File: src/rtl/adc_emu_pkg.sv
`default_nettype none
// ============================================================================
//  Module      : adc_emu_pkg
//  Description : Shared constants for the serial ADC emulator: FSM state
//                encodings, sample-update mode encodings and the LFSR
//                polynomial, seed and single-step helper.
//  Revision    : 1.0  initial release
// ============================================================================
package adc_emu_pkg;

    // FSM state encodings
    localparam logic [1:0] ST_IDLE    = 2'd0;
    localparam logic [1:0] ST_CONVERT = 2'd1;
    localparam logic [1:0] ST_READY   = 2'd2;
    localparam logic [1:0] ST_SHIFT   = 2'd3;

    // Per-frame sample update modes
    localparam logic [1:0] MODE_STATIC = 2'b00;
    localparam logic [1:0] MODE_RAMP   = 2'b01;
    localparam logic [1:0] MODE_LFSR   = 2'b10;
    localparam logic [1:0] MODE_RSVD   = 2'b11;

    // Galois LFSR for x^32 + x^22 + x^2 + x + 1, right-shifting form:
    // feedback lands on bit positions (tap - 1) = 31, 21, 1, 0.
    localparam logic [31:0] LFSR_TAPS = 32'h8020_0003;
    localparam logic [31:0] LFSR_SEED = 32'hACE1_2345;

    function automatic logic [31:0] lfsr_step(input logic [31:0] state);
        return state[0] ? ((state >> 1) ^ LFSR_TAPS) : (state >> 1);
    endfunction

endpackage
`default_nettype wire

File: src/rtl/sync_edge_det.sv
`default_nettype none
// ============================================================================
//  Module      : sync_edge_det
//  Description : Two-flop synchroniser for an asynchronous level, plus a
//                third history flop giving single-cycle rise/fall strobes.
//                All stages reset to RESET_VAL so an input already sitting at
//                its idle level produces no edge when reset is released.
//  Revision    : 1.0  initial release
// ============================================================================
module sync_edge_det #(
    parameter logic RESET_VAL = 1'b0
) (
    input  logic clk_in,
    input  logic rst_n_in,
    input  logic async_in,
    output logic rise_out,
    output logic fall_out
);

    logic meta_q, meta_d;
    logic sync_q, sync_d;
    logic prev_q, prev_d;

    // Next-state of the synchroniser pipeline
    always_comb begin
        meta_d = async_in;
        sync_d = meta_q;
        prev_d = sync_q;
    end

    // Pipeline registers with synchronous active-low reset
    always_ff @(posedge clk_in) begin
        if (!rst_n_in) begin
            meta_q <= RESET_VAL;
            sync_q <= RESET_VAL;
            prev_q <= RESET_VAL;
        end else begin
            meta_q <= meta_d;
            sync_q <= sync_d;
            prev_q <= prev_d;
        end
    end

    assign rise_out =  sync_q & ~prev_q;
    assign fall_out = ~sync_q &  prev_q;

endmodule
`default_nettype wire

File: src/rtl/adc_serial_emulator.sv
`default_nettype none
// ============================================================================
//  Module      : adc_serial_emulator
//  Description : Multi-lane serial ADC emulator. A convst rise starts a
//                CONV_CYCLES busy window, after which the channel registers
//                are snapshotted into per-lane shift registers and shifted
//                MSB-first under the consumer's n_cs/sclk. Channel registers
//                may stay static, ramp, or follow an LFSR on channel 0.
//  Revision    : 1.0  initial release
// ============================================================================
module adc_serial_emulator
    import adc_emu_pkg::*;
#(
    parameter int W_DATA      = 18,
    parameter int N_CHAN      = 8,
    parameter int N_LANES     = 2,
    parameter int CONV_CYCLES = 100,
    parameter int W_ADDR      = $clog2(N_CHAN)
) (
    input  logic               clk_in,
    input  logic               rst_n_in,
    input  logic               convst_in,
    input  logic               n_cs_in,
    input  logic               sclk_in,
    output logic [N_LANES-1:0] data_out,
    output logic               busy_out,
    input  logic               wr_en_in,
    input  logic [W_ADDR-1:0]  wr_addr_in,
    input  logic [W_DATA-1:0]  wr_data_in,
    input  logic [1:0]         mode_in,
    output logic               frame_done_out,
    output logic               short_read_out,
    output logic               overrun_out,
    output logic [15:0]        frame_cnt_out
);

    localparam int CPL   = N_CHAN / N_LANES;        // channels per lane
    localparam int L     = W_DATA * CPL;            // bits per lane per frame
    localparam int W_CNT = $clog2(CONV_CYCLES + 1);
    localparam int W_BIT = $clog2(L + 1);

    // Synchronised edge strobes
    logic convst_rise, convst_fall;
    logic n_cs_rise, n_cs_fall;
    logic sclk_rise, sclk_fall;
    logic unused_edges;

    sync_edge_det #(.RESET_VAL(1'b0)) u_sync_convst (
        .clk_in   (clk_in),
        .rst_n_in (rst_n_in),
        .async_in (convst_in),
        .rise_out (convst_rise),
        .fall_out (convst_fall)
    );

    sync_edge_det #(.RESET_VAL(1'b1)) u_sync_n_cs (
        .clk_in   (clk_in),
        .rst_n_in (rst_n_in),
        .async_in (n_cs_in),
        .rise_out (n_cs_rise),
        .fall_out (n_cs_fall)
    );

    sync_edge_det #(.RESET_VAL(1'b1)) u_sync_sclk (
        .clk_in   (clk_in),
        .rst_n_in (rst_n_in),
        .async_in (sclk_in),
        .rise_out (sclk_rise),
        .fall_out (sclk_fall)
    );

    assign unused_edges = convst_fall ^ sclk_rise;

    // Control state
    logic [1:0]       state_q, state_d;
    logic [W_CNT-1:0] cnt_q, cnt_d;
    logic             busy_q, busy_d;
    logic [W_BIT-1:0] bit_cnt_q, bit_cnt_d;
    logic             frame_done_q, frame_done_d;
    logic             short_read_q, short_read_d;
    logic             overrun_q, overrun_d;
    logic [15:0]      frame_cnt_q, frame_cnt_d;

    // Lane datapath controls
    logic snap_en;
    logic present_en;
    logic shift_en;
    logic clear_en;

    // Sample registers
    logic [W_DATA-1:0] chan_q [N_CHAN];
    logic [W_DATA-1:0] chan_d [N_CHAN];
    logic [31:0]       lfsr_q, lfsr_d;

    // Conversion / framing state machine
    always_comb begin
        state_d      = state_q;
        cnt_d        = cnt_q;
        busy_d       = busy_q;
        bit_cnt_d    = bit_cnt_q;
        frame_done_d = 1'b0;
        short_read_d = 1'b0;
        overrun_d    = overrun_q;
        frame_cnt_d  = frame_cnt_q;
        snap_en      = 1'b0;
        present_en   = 1'b0;
        shift_en     = 1'b0;
        clear_en     = 1'b0;

        if (convst_rise && (state_q != ST_IDLE)) begin
            overrun_d = 1'b1;
        end

        case (state_q)
            ST_IDLE: begin
                if (convst_rise) begin
                    state_d = ST_CONVERT;
                    busy_d  = 1'b1;
                    cnt_d   = W_CNT'(CONV_CYCLES);
                end
            end
            ST_CONVERT: begin
                cnt_d = cnt_q - W_CNT'(1);
                if (cnt_d == '0) begin
                    busy_d  = 1'b0;
                    snap_en = 1'b1;
                    state_d = ST_READY;
                end
            end
            ST_READY: begin
                if (n_cs_fall) begin
                    state_d    = ST_SHIFT;
                    bit_cnt_d  = '0;
                    present_en = 1'b1;
                end
            end
            ST_SHIFT: begin
                if (n_cs_rise) begin
                    clear_en = 1'b1;
                    state_d  = ST_IDLE;
                    if (bit_cnt_q >= W_BIT'(L - 1)) begin
                        frame_done_d = 1'b1;
                        frame_cnt_d  = frame_cnt_q + 16'd1;
                    end else begin
                        short_read_d = 1'b1;
                    end
                end else if (sclk_fall) begin
                    shift_en = 1'b1;
                    // Saturate so over-long reads never wrap back below L-1
                    if (bit_cnt_q != W_BIT'(L)) begin
                        bit_cnt_d = bit_cnt_q + W_BIT'(1);
                    end
                end
            end
            default: state_d = ST_IDLE;
        endcase
    end

    // Control registers
    always_ff @(posedge clk_in) begin
        if (!rst_n_in) begin
            state_q      <= ST_IDLE;
            cnt_q        <= '0;
            busy_q       <= 1'b0;
            bit_cnt_q    <= '0;
            frame_done_q <= 1'b0;
            short_read_q <= 1'b0;
            overrun_q    <= 1'b0;
            frame_cnt_q  <= '0;
        end else begin
            state_q      <= state_d;
            cnt_q        <= cnt_d;
            busy_q       <= busy_d;
            bit_cnt_q    <= bit_cnt_d;
            frame_done_q <= frame_done_d;
            short_read_q <= short_read_d;
            overrun_q    <= overrun_d;
            frame_cnt_q  <= frame_cnt_d;
        end
    end

    // Channel register update: mode step one cycle after frame_done, then a
    // host write on top so that a coincident write to the same channel wins
    always_comb begin
        lfsr_d = lfsr_q;
        for (int i = 0; i < N_CHAN; i++) begin
            chan_d[i] = chan_q[i];
        end

        if (frame_done_q) begin
            case (mode_in)
                MODE_RAMP: begin
                    for (int i = 0; i < N_CHAN; i++) begin
                        chan_d[i] = chan_q[i] + W_DATA'(1);
                    end
                end
                MODE_LFSR: begin
                    lfsr_d    = lfsr_step(lfsr_q);
                    chan_d[0] = lfsr_d[W_DATA-1:0];
                end
                MODE_STATIC, MODE_RSVD: begin
                end
            endcase
        end

        if (wr_en_in) begin
            chan_d[wr_addr_in] = wr_data_in;
        end
    end

    // Channel and LFSR registers
    always_ff @(posedge clk_in) begin
        if (!rst_n_in) begin
            lfsr_q <= LFSR_SEED;
            for (int i = 0; i < N_CHAN; i++) begin
                chan_q[i] <= '0;
            end
        end else begin
            lfsr_q <= lfsr_d;
            for (int i = 0; i < N_CHAN; i++) begin
                chan_q[i] <= chan_d[i];
            end
        end
    end

    // Per-lane snapshot shift register and output bit
    for (genvar l = 0; l < N_LANES; l++) begin : g_lane
        logic [L-1:0] snap_w;
        logic [L-1:0] shreg_q, shreg_d;
        logic         lane_q, lane_d;

        // Lowest channel of the lane occupies the MSBs
        for (genvar c = 0; c < CPL; c++) begin : g_chan
            assign snap_w[L-1-c*W_DATA -: W_DATA] = chan_q[l*CPL + c];
        end

        // Load on snapshot, shift left with zero fill on sclk fall
        always_comb begin
            shreg_d = shreg_q;
            lane_d  = lane_q;
            if (snap_en) begin
                shreg_d = snap_w;
            end else if (shift_en) begin
                shreg_d = {shreg_q[L-2:0], 1'b0};
            end

            if (clear_en) begin
                lane_d = 1'b0;
            end else if (present_en) begin
                lane_d = shreg_q[L-1];
            end else if (shift_en) begin
                lane_d = shreg_q[L-2];
            end
        end

        // Lane registers
        always_ff @(posedge clk_in) begin
            if (!rst_n_in) begin
                shreg_q <= '0;
                lane_q  <= 1'b0;
            end else begin
                shreg_q <= shreg_d;
                lane_q  <= lane_d;
            end
        end

        assign data_out[l] = lane_q;
    end

    assign busy_out       = busy_q;
    assign frame_done_out = frame_done_q;
    assign short_read_out = short_read_q;
    assign overrun_out    = overrun_q;
    assign frame_cnt_out  = frame_cnt_q;

endmodule
`default_nettype wire
File: config.mk
export PLATFORM = sky130hd
export DESIGN_NAME = adc_serial_emulator
export DESIGN_NICKNAME = d
export VERILOG_FILES = /design/src/rtl/adc_emu_pkg.sv /design/src/rtl/sync_edge_det.sv /design/src/rtl/adc_serial_emulator.sv
export SDC_FILE = /design/constraint.sdc
export NUM_CORES = 1
export LEC_CHECK = 0
export ABC_AREA = 1
export CAP_MARGIN = 20
export CORE_ASPECT_RATIO = 0.5
export CORE_UTILIZATION = 25
export CTS_BUF_LIST = sky130_fd_sc_hd__clkbuf_4 sky130_fd_sc_hd__clkbuf_8 sky130_fd_sc_hd__clkbuf_16
export CTS_CLUSTER_SIZE = 16
export DETAILED_ROUTE_END_ITERATION = 10
export SLEW_MARGIN = 40
export SYNTH_ARGS = -nofsm -noshare
export SYNTH_HDL_FRONTEND = slang
export SYNTH_SLANG_ARGS = --single-unit
File: constraint.sdc
create_clock -name clk_in -period 3.3 [get_ports clk_in]
set_input_delay 0.66 -clock clk_in [delete_from_list [all_inputs] [get_ports clk_in]]
set_output_delay 0.66 -clock clk_in [all_outputs]
set_load 0.05 [all_outputs]
==> metrics.cfg, run 1 <==
[outcome]
status=finished, final reports clean

[critical_path]
cp_top_family=buffers and inverters
crit_path_max_fanout=16
end_kind=flip-flop
slowest_delay_ns=0.48
worstPathRequired_ns=3.77
crit_buf_inv=4
critical_path_depth=11
cpMaxStageDelayCell=clkdlybuf4s50_1
reg2reg_depth=11
worstSetupPathType=input pin to flip-flop
cp.arrival_ns=3.03
crit_path_start_kind=input pin
path_cells=clkdlybuf4s50_1 > ha_1 > nand2_2 > inv_1 > buf_12 > nand4_1 > nor3_1 > or2_2 > nand3_1 > nand3_1 > inv_1

[timing]
setup_viol=0
clock_skew_ns=0.0145
period_needed_ns=2.56
fin_tns_setup_ns=0
max_freq_mhz=390
rsz0062_at_grt=no
maxSlewViolCount=0
setup_ws_ns=0.737
final_hold_viol_count=0
timing.slew.headroom_pct=37.8
tightest_slew_ns=0.930
period_share_pct=77.7

[logic_synthesis]
ys.flop_type=dfxtp_1
syn_inst=3046
netlist_area_mm2=0.0199
synth_edf_count=0
syn_avg_cell_area_um2=6.53
synth_common_cells=nand2_1, inv_1, dfxtp_1, nand3_1, a21oi_1
ys_types=35
synth_warnings=0
seq_area_frac_synth_pct=36.9
yosysTopAreaCellShare_pct=36.9
ys_seq_elements=367
synthTopCellsByArea=dfxtp_1, nand2_1, inv_1, nand3_1, a21oi_1
yosysTopAreaCell=dfxtp_1
synthArstFlopShare_pct=0
synth_fp_nets=3095
yosysMostFrequentCell=nand2_1

[detailed_routing]
firstDrtPassIters=5
route.vias.total=19300
viasPerCell=4.76
totalWireLength_um=57700
drt_iter0_drc=1274
wire_per_inst_um=14.2
drc=0
ant_nets=0

[floorplan]
start_util_pct=25.5
fp.dieW_um=401
pin_count=51
fp.dieArea_mm2=0.0807
fp.dieH_um=201
rows=72
core_area_mm2=0.0780

[run]
maxCapViolations=0

[clock_tree]
clock_path_buffers=3
insertion_delay_ns=0.57
postCtsHoldBufs=0
ctsResizeCount=0
cts_made_buffers=41
clkSlewWorstSetupHoldPaths_ns=0.06
clockRootBuffer=clkbuf_16
cts-htree-levels=2
cts_tree=done
cts_setup_buffers=0
clock-sinks=367

[global_routing]
grt_pass1_vias=18000
antenna_found_initial=1
grt_first_pass_wirelength_um=94100
grt_usage_pct=14.0
grt_max_degree=189
grt.overflow.total=0

[worst_hold_path]
hold_path_class=flip-flop to flip-flop
whs_path_depth=2

[pwr]
power_density_mw_per_mm2=499
p_leak_nw=9.29
power_mw=11.4
ir_drop_mv=0.596

[placement]
port_buffers=50
gp_congestion=0.873
hpwl_um=36600
post-place-ws_ns=0.163

[final_layout]
drive_gt1_share_pct=4.83
nFillCells=8539
fin_nets=3040
diodes=0
area_growth_pct=15.2

## metal layers
layer / routed length, µm / vias to the layer above / global-route usage, %
met2: 26000 / 387 / 23.4
met3: 2800 / 88 / 2.21
met5: 12 / - / 0
met1: 27200 / 9042 / 18.4
met4: 1540 / 2 / 4.43
li1: - / 9819 / -
## power by group
group	leakage [nW]	internal (mW)	total (mW)	switching [mW]
clock	0.758	3.09	5.06	1.96
sequential	2.97	4.55	4.66	0.110
combinational	5.56	0.410	1.71	1.30
total	9.29	8.06	11.4	3.37
## worst register-to-register path: stages, from the launching register on
cell and delay (ns):
dfxtp_1 0.36, inv_1 0.11, ha_1 0.28, xnor2_1 0.22, nand2_1 0.12, nor2_4 0.19
buf_12 0.47, nand2_1 0.24, nand2_1 0.19, nand3_1 0.11, nand2_1 0.09, nor2_1 0.05
## final cells by class
class                   count  area [µm²]  area share, %
repair buffers             94        1030           4.51
multi-input cells        2097       10300           44.8
flip-flops and latches    367        7350           32.1
clock inverters            17         214          0.934
well taps                1036        1300           5.66
clock buffers              59        1280           5.60
inverters                 390        1470           6.42
## registers in the layout, indices dropped and copies added (netlist names), 2 cells and up
register,flops
cnt_q,7
bit_cnt_q,7
frame_cnt_out,16
lfsr_q,32
chan_q,144
g_lane.shreg_q,144
state_q,2
g_lane.lane_q,2
## cell families (layout without fill, tap and decap cells)
group,Yosys count,in the layout,synth area share [%]
simple gates,1500,1500,32.9
buf+inv,582,560,11.6
compound gates,495,495,13.7
flops,367,367,36.9
xor+xnor,82,82,3.61
fa+ha+maj,20,20,1.26
## path summary, 6_finish.rpt
kind              slack, ns                              end                       startpoint
hold / removal         0.41  u_sync_convst.prev_d$_SDFF_PN0_  u_sync_convst.meta_q$_SDFF_PN0_
setup reg to reg       0.79          state_q[0]$_SDFFE_PN0P_            cnt_q[0]$_SDFFE_PN0P_
hold reg to reg        0.41  u_sync_convst.prev_d$_SDFF_PN0_  u_sync_convst.meta_q$_SDFF_PN0_
setup / recovery       0.74         chan_q[1][13]$_SDFF_PN0_                       mode_in[0]
## cell usage in the layout (no fill, tap or decap), types with 53 or more instances in the layout
master,netlist,final
dfxtp_1,367,367
nor2_1,180,180
nand3_1,269,269
inv_1,385,383
o21ai_0,165,165
nand2_1,804,802
o211ai_1,53,53
a21oi_1,237,237
xor2_1,78,78
nand4_1,172,172
## through the flow
step / std cells / util [%] / area [µm²] / hold WS, ns
after floorplan: 3046 / - / 19900 / 0.390
after global placement: 3984 / 27.4 / 21400 / 0.397
after detailed placement: 3984 / 27.4 / 21400 / 0.403
after CTS: 4060 / 29.4 / 22900 / 0.417
after global routing: 4060 / 29.4 / 22900 / 0.444
final: 4060 / 29.4 / 22900 / 0.414
(Power assumes the default switching activity.)
==> inputs of run 2 (changes only) <==
clock period = 2.1 ns   (was 3.3 ns; I/O delays follow)
==> metrics.cfg, run 2 (same netlist as run 1, synthesis figures left out) <==
[detailed_routing]
totalWireLength_um=61400  ; was 57700 µm
drt_iter0_drc=1457  ; was 1274
firstDrtPassIters=5  ; unchanged
viasPerCell=4.76  ; about the same
wire_per_inst_um=14.6  ; was 14.2 µm
drc=0  ; unchanged
route.vias.total=20000  ; was 19300
ant_nets=0  ; unchanged

[critical_path]
crit_path_start_kind=flip-flop  ; was input pin
worstSetupPathType=flip-flop to flip-flop  ; was input pin to flip-flop
cp.arrival_ns=2.56  ; was 3.03 ns
end_kind=flip-flop  ; unchanged
crit_path_max_fanout=8  ; was 16
worstPathRequired_ns=2.61  ; was 3.77 ns

[floorplan]
start_util_pct=25.5  ; unchanged
rows=72  ; unchanged
fp.dieH_um=201  ; unchanged
fp.dieW_um=401  ; unchanged
core_area_mm2=0.0780  ; unchanged
pin_count=51  ; unchanged
fp.dieArea_mm2=0.0807  ; unchanged

[worst_hold_path]
hold_path_class=input pin to flip-flop  ; was flip-flop to flip-flop

[placement]
gp_congestion=0.896  ; was 0.873
post-place-ws_ns=-0.361  ; was 0.163 ns
hpwl_um=41400  ; was 36600 µm
placed_area_mm2=0.0227  ; was 0.0214 mm²
port_buffers=50  ; unchanged

[clock_tree]
cts_tree=done  ; unchanged
clkSlewWorstSetupHoldPaths_ns=0.06  ; about the same
clockRootBuffer=clkbuf_16  ; unchanged
insertion_delay_ns=0.58  ; was 0.57 ns
cts-htree-levels=2  ; unchanged
clock-sinks=367  ; unchanged
cts_made_buffers=41  ; unchanged
clock_path_buffers=3  ; unchanged

[timing]
clock_skew_ns=0.0211  ; was 0.0145 ns
setup_viol=0  ; unchanged
period_needed_ns=2.04
fin_tns_setup_ns=0  ; unchanged
rsz0062_at_grt=yes  ; was no
timing.slew.headroom_pct=66.0  ; was 37.8%
maxSlewViolCount=0  ; unchanged
max_freq_mhz=489
tightest_slew_ns=0.512  ; was 0.930 ns
setup_ws_ns=0.0566  ; was 0.737 ns
period_share_pct=97.3
final_hold_viol_count=0  ; unchanged

[pwr]
ir_drop_mv=0.476  ; was 0.596 mV
p_leak_nw=10.2  ; was 9.29 nW
power_density_mw_per_mm2=741  ; was 499 mW/mm²

[global_routing]
grt_first_pass_wirelength_um=97800  ; was 94100 µm
grt_max_degree=71  ; was 189
grt_usage_pct=14.6  ; was 14.0%
grt_pass1_vias=18500  ; was 18000
grt.overflow.total=0  ; unchanged
antenna_found_initial=2  ; was 1

[final_layout]
final_cell_mix=nand2_1, inv_1, dfxtp_1  ; unchanged
area_growth_pct=22.3  ; was 15.2%
nFillCells=8460  ; was 8539
reg.largest.list=chan_q x144, g_lane.shreg_q x144, lfsr_q x32  ; unchanged
diodes=0  ; unchanged
final_common_cell=nand2_1  ; unchanged
fin_nets=3191  ; was 3040
drive_gt1_share_pct=9.78  ; was 4.83%
post-route-cell-area_mm2=0.0243  ; was 0.0229 mm²

[outcome]
status=finished, final reports clean  ; unchanged

[run]
maxCapViolations=0  ; unchanged

[run 2: cell count changes in the layout (fill, tap and decap cells not counted), sizes merged]
cell | before | now
buf | 45 | 190
clkdlybuf4s50 | 49 | 27
dlygate4sd2 | 0 | 21
clkinv | 13 | 11
clkinvlp | 0 | 2
bufinv | 5 | 4
clkbuf | 59 | 60
inv | 389 | 390
[run 2: layer usage]
layer | GRT usage [%] | vias to the layer above | routed length, µm
met3 | 1.71 | 97 | 2910
met2 | 24.4 | 420 | 28100
met1 | 19.6 | 9348 | 28900
met4 | 4.38 | 4 | 1440
li1 | - | 10100 | -
met5 | 0 | - | 29
[run 2: final timing paths]
check                           startpoint                            endpoint  slack [ns]  cells past startpoint
max                  cnt_q[1]$_SDFFE_PN0P_  g_lane[1].shreg_q[36]$_SDFFE_PN0P_        0.06                     15
min reg2reg  u_sync_n_cs.meta_q$_SDFF_PN1_       u_sync_n_cs.prev_d$_SDFF_PN1_        0.42                      1
max reg2reg          cnt_q[1]$_SDFFE_PN0P_  g_lane[1].shreg_q[36]$_SDFFE_PN0P_        0.06                     15
min                               rst_n_in            chan_q[0][22]$_SDFF_PN0_        0.30                      3
[run 2: cell type report]
class                           instances  area (µm²)  area share, %
Tap cell                             1036        1300           5.33
Clock buffer                           53        1140           4.69
Sequential cell                       367        7350           30.2
Clock inverter                         17         198          0.813
Timing Repair Buffer                  245        2540           10.4
Multi-Input combinational cell       2097       10300           42.5
Inverter                              390        1470           6.05
[run 2: critical path, stage by stage, from the launching register on]
cell and delay [ns]:
dfxtp_2 0.33, inv_2 0.08, ha_4 0.17, nand2_1 0.06
nand2_1 0.07, nand2_2 0.06, inv_2 0.05, nand2_2 0.06
nor2_4 0.19, nand3_4 0.20, buf_12 0.20, clkbuf_16 0.15
buf_4 0.13, nand2_1 0.06, nand2_2 0.06, a21oi_2 0.13
[run 2: repair_timing]
item / in CTS / in global routing
buffers inserted: 1 / 8
hold buffers: 0 / 0
setup endpoints to repair: 144 / 127
gates cloned: 0 / 7
resized for setup: 23 / 24
pin swaps: 1 / 5
[run 2: stage by stage]
step,hold WS [ns],util [%],total power [mW],instances
2_1_floorplan,0.390,-,9.30,3046
3_3_place_gp,0.397,29.1,10.6,4119
3_5_place_dp,0.405,29.1,10.6,4119
4_1_cts,0.269,30.8,18.0,4190
5_1_grt,0.289,31.2,18.7,4205
6_report,0.298,31.2,18.0,4205
[run 2: where the power goes]
group	internal [mW]	switching, mW	leakage (nW)
logic	1.09	2.19	6.57
registers	7.15	0.180	2.97
clock network	4.32	3.09	0.672
total	12.6	5.46	10.2
==> inputs of run 3 (changes only) <==
CORE_UTILIZATION = 57   (was 25)
PLACE_DENSITY = 0.77   (was default)
==> metrics.cfg, run 3 (same netlist as run 1, synthesis figures left out) <==
[final_layout]
fin_nets=3151  ; was 3191
register_area_mm2=0.00735  ; about the same
fin_util_pct=68.1  ; was 31.2%
area_growth_pct=15.4  ; was 22.3%
nFillCells=3010  ; was 8460
final_cell_mix=nand2_1, inv_1, dfxtp_1  ; unchanged
multiInputGateArea_mm2=0.0103  ; about the same
post-route-cell-area_mm2=0.0230  ; was 0.0243 mm²
fin_cells=3591  ; was 4205
reg.largest.list=chan_q x144, g_lane.shreg_q x144, lfsr_q x32  ; unchanged
drive_gt1_share_pct=8.29  ; was 9.78%
final_common_cell=nand2_1  ; unchanged

[critical_path]
cp_top_family=buffers and inverters  ; was simple AND/OR/NAND/NOR gates
reg2reg_depth=9  ; was 15
worstPathRequired_ns=1.68  ; was 2.61 ns
cpMaxStageDelayCell=clkdlybuf4s50_1  ; was dfxtp_2
end_kind=output port  ; was flip-flop
crit_path_max_fanout=1  ; was 8
worstSetupPathType=flip-flop to output port  ; was flip-flop to flip-flop
crit_path_start_kind=flip-flop  ; unchanged
path_cells=clkdlybuf4s50_1  ; was inv_2 > ha_4 > nand2_1 > nand2_1 > nand2_2 > inv_2 > nand2_2 > nor2_4 > nand3_4 > buf_12 > clkbuf_16 > buf_4 > nand2_1 > nand2_2 > a21oi_2
slowest_delay_ns=0.79  ; was 0.33 ns
cp.arrival_ns=1.63  ; was 2.56 ns
reg2reg_from=cnt_q[0]$_SDFFE_PN0P_  ; was cnt_q[1]$_SDFFE_PN0P_
reg2reg_slack_ns=0.07  ; was 0.06 ns
rr_endpoint=g_lane[0].shreg_q[53]$_SDFFE_PN0P_  ; was g_lane[1].shreg_q[36]$_SDFFE_PN0P_
crit_buf_inv=1  ; was 5

[worst_hold_path]
worstHoldStart=rst_n_in  ; unchanged
whs_path_depth=3  ; unchanged
hold_path_class=input pin to flip-flop  ; unchanged
min_to=frame_done_out$_SDFF_PN0_  ; was chan_q[0][22]$_SDFF_PN0_

[detailed_routing]
firstDrtPassIters=5  ; unchanged
totalWireLength_um=56800  ; was 61400 µm
drc=0  ; unchanged
wire_per_inst_um=15.8  ; was 14.6 µm
ant_nets=0  ; unchanged
route.vias.total=20300  ; was 20000
viasPerCell=5.64  ; was 4.76
drt_iter0_drc=1846  ; was 1457

[timing]
setup_viol=0  ; unchanged
final_hold_viol_count=0  ; unchanged
period_share_pct=97.7  ; was 97.3%
period_needed_ns=2.05  ; was 2.04 ns
max_freq_mhz=487  ; was 489 MHz
maxSlewViolCount=0  ; unchanged
timing.slew.headroom_pct=64.5  ; was 66.0%
rsz0062_at_grt=yes  ; unchanged
clock_skew_ns=0.0221  ; was 0.0211 ns
tightest_slew_ns=0.532  ; was 0.512 ns

[global_routing]
grt.overflow.total=0  ; unchanged
grt_pass1_vias=18600  ; was 18500
grt_max_degree=81  ; was 71
grt_usage_pct=31.7  ; was 14.6%
grt_first_pass_wirelength_um=92700  ; was 97800 µm
antenna_found_initial=1  ; was 2

[placement]
gp_congestion=0.974  ; was 0.896
hpwl_um=37800  ; was 41400 µm
port_buffers=50  ; unchanged
dp.cells=3525  ; was 4119
placed_area_mm2=0.0216  ; was 0.0227 mm²

[floorplan]
core_area_mm2=0.0337  ; was 0.0780 mm²
start_util_pct=59.0  ; was 25.5%
fp.dieArea_mm2=0.0357  ; was 0.0807 mm²
fp.dieW_um=266  ; was 401 µm
pin_count=51  ; unchanged
rows=47  ; was 72
fp.dieH_um=134  ; was 201 µm

[pwr]
p_leak_nw=9.89  ; was 10.2 nW
power_density_mw_per_mm2=742  ; was 741 mW/mm²
ir_drop_mv=0.852  ; was 0.476 mV
power_mw=17.0  ; was 18.0 mW

[clock_tree]
cts_tree=done  ; unchanged
cts_made_buffers=36  ; was 41
clkSlewWorstSetupHoldPaths_ns=0.06  ; about the same
clockRootBuffer=clkbuf_16  ; unchanged
clock-sinks=367  ; unchanged
clock_path_buffers=3  ; unchanged
insertion_delay_ns=0.55  ; was 0.58 ns
cts-htree-levels=2  ; unchanged
postCtsHoldBufs=0  ; unchanged

[run]
maxCapViolations=0  ; unchanged

[outcome]
status=finished, final reports clean  ; unchanged

run 3: cell types whose count changed in the layout (fill, tap and decap cells not counted), sizes merged, moves of 2 or more:
cell,previous run,this run
bufinv,4,1
bufbuf,0,2
clkbuf,60,54
buf,190,160
clkinv,11,6
run 3: worst max-delay path by stage:
| stage | slack, ns | to | start | cells past startpoint |
|---|---|---|---|---|
| after CTS | -0.0006 | g_lane[0].shreg_q[44]$_SDFFE_PN0P_ | cnt_q[0]$_SDFFE_PN0P_ | 9 |
| after global routing | -0.04 | g_lane[1].shreg_q[21]$_SDFFE_PN0P_ | cnt_q[0]$_SDFFE_PN0P_ | 11 |
| after global placement | -0.30 | chan_q[0][44]$_SDFF_PN0_ | mode_in[0] | 12 |
| final | 0.05 | short_read_out | short_read_out$_SDFF_PN0_ | 1 |
| after floorplan | 0.07 | chan_q[0][68]$_SDFF_PN0_ | frame_done_out$_SDFF_PN0_ | 8 |
| after detailed placement | -0.33 | chan_q[0][44]$_SDFF_PN0_ | mode_in[0] | 12 |
run 3: final cells by class:
class	count	share of cell area, %
multi-input cells	2097	45.0
flip-flops and latches	367	32.0
repair buffers	210	9.06
inverters	390	6.41
clock buffers	54	4.73
well taps	465	2.54
clock inverters	7	0.289
diodes	1	0.0109
run 3: stage by stage:
step / setup TNS [ns] / hold WS [ns] / setup slack (ns)
after floorplan: 0 / 0.390 / 0.0728
after global placement: -16.43 / 0.401 / -0.298
after detailed placement: -19.71 / 0.406 / -0.331
after CTS: -0.000615 / 0.355 / -0.000615
after global routing: -0.589 / 0.379 / -0.0385
final: 0 / 0.348 / 0.0483
run 3: repair_timing:
| item | CTS | global route |
|---|---|---|
| pin swaps | 2 | 4 |
| gates resized for setup | 24 | 15 |
| hold endpoints to repair | 0 | 0 |
| setup buffers | 1 | 0 |
| setup endpoints to repair | 41 | 148 |
| cloned | 3 | 0 |
run 3: worst reg2reg max path, delay by kind of cell, from the launching register on:
kind	cells	cell delay (ns)
compound gates	1	0.07
xor+xnor	1	0.18
fa+ha+maj	1	0.18
buf+inv	2	0.46
flops	1	0.35
simple gates	4	0.65
run 3: layer usage:
layer	GRT usage (%)	share of wire [%]
met5	0	0
met2	50.5	44
met3	5.07	8.4
met1	43.4	44
met4	11.8	3.6
run 3: where the power goes:
group / switching (mW) / total [mW] / internal [mW]
registers: 0.179 / 7.33 / 7.15
logic: 2.14 / 3.15 / 1.01
clock network: 2.84 / 6.54 / 3.70
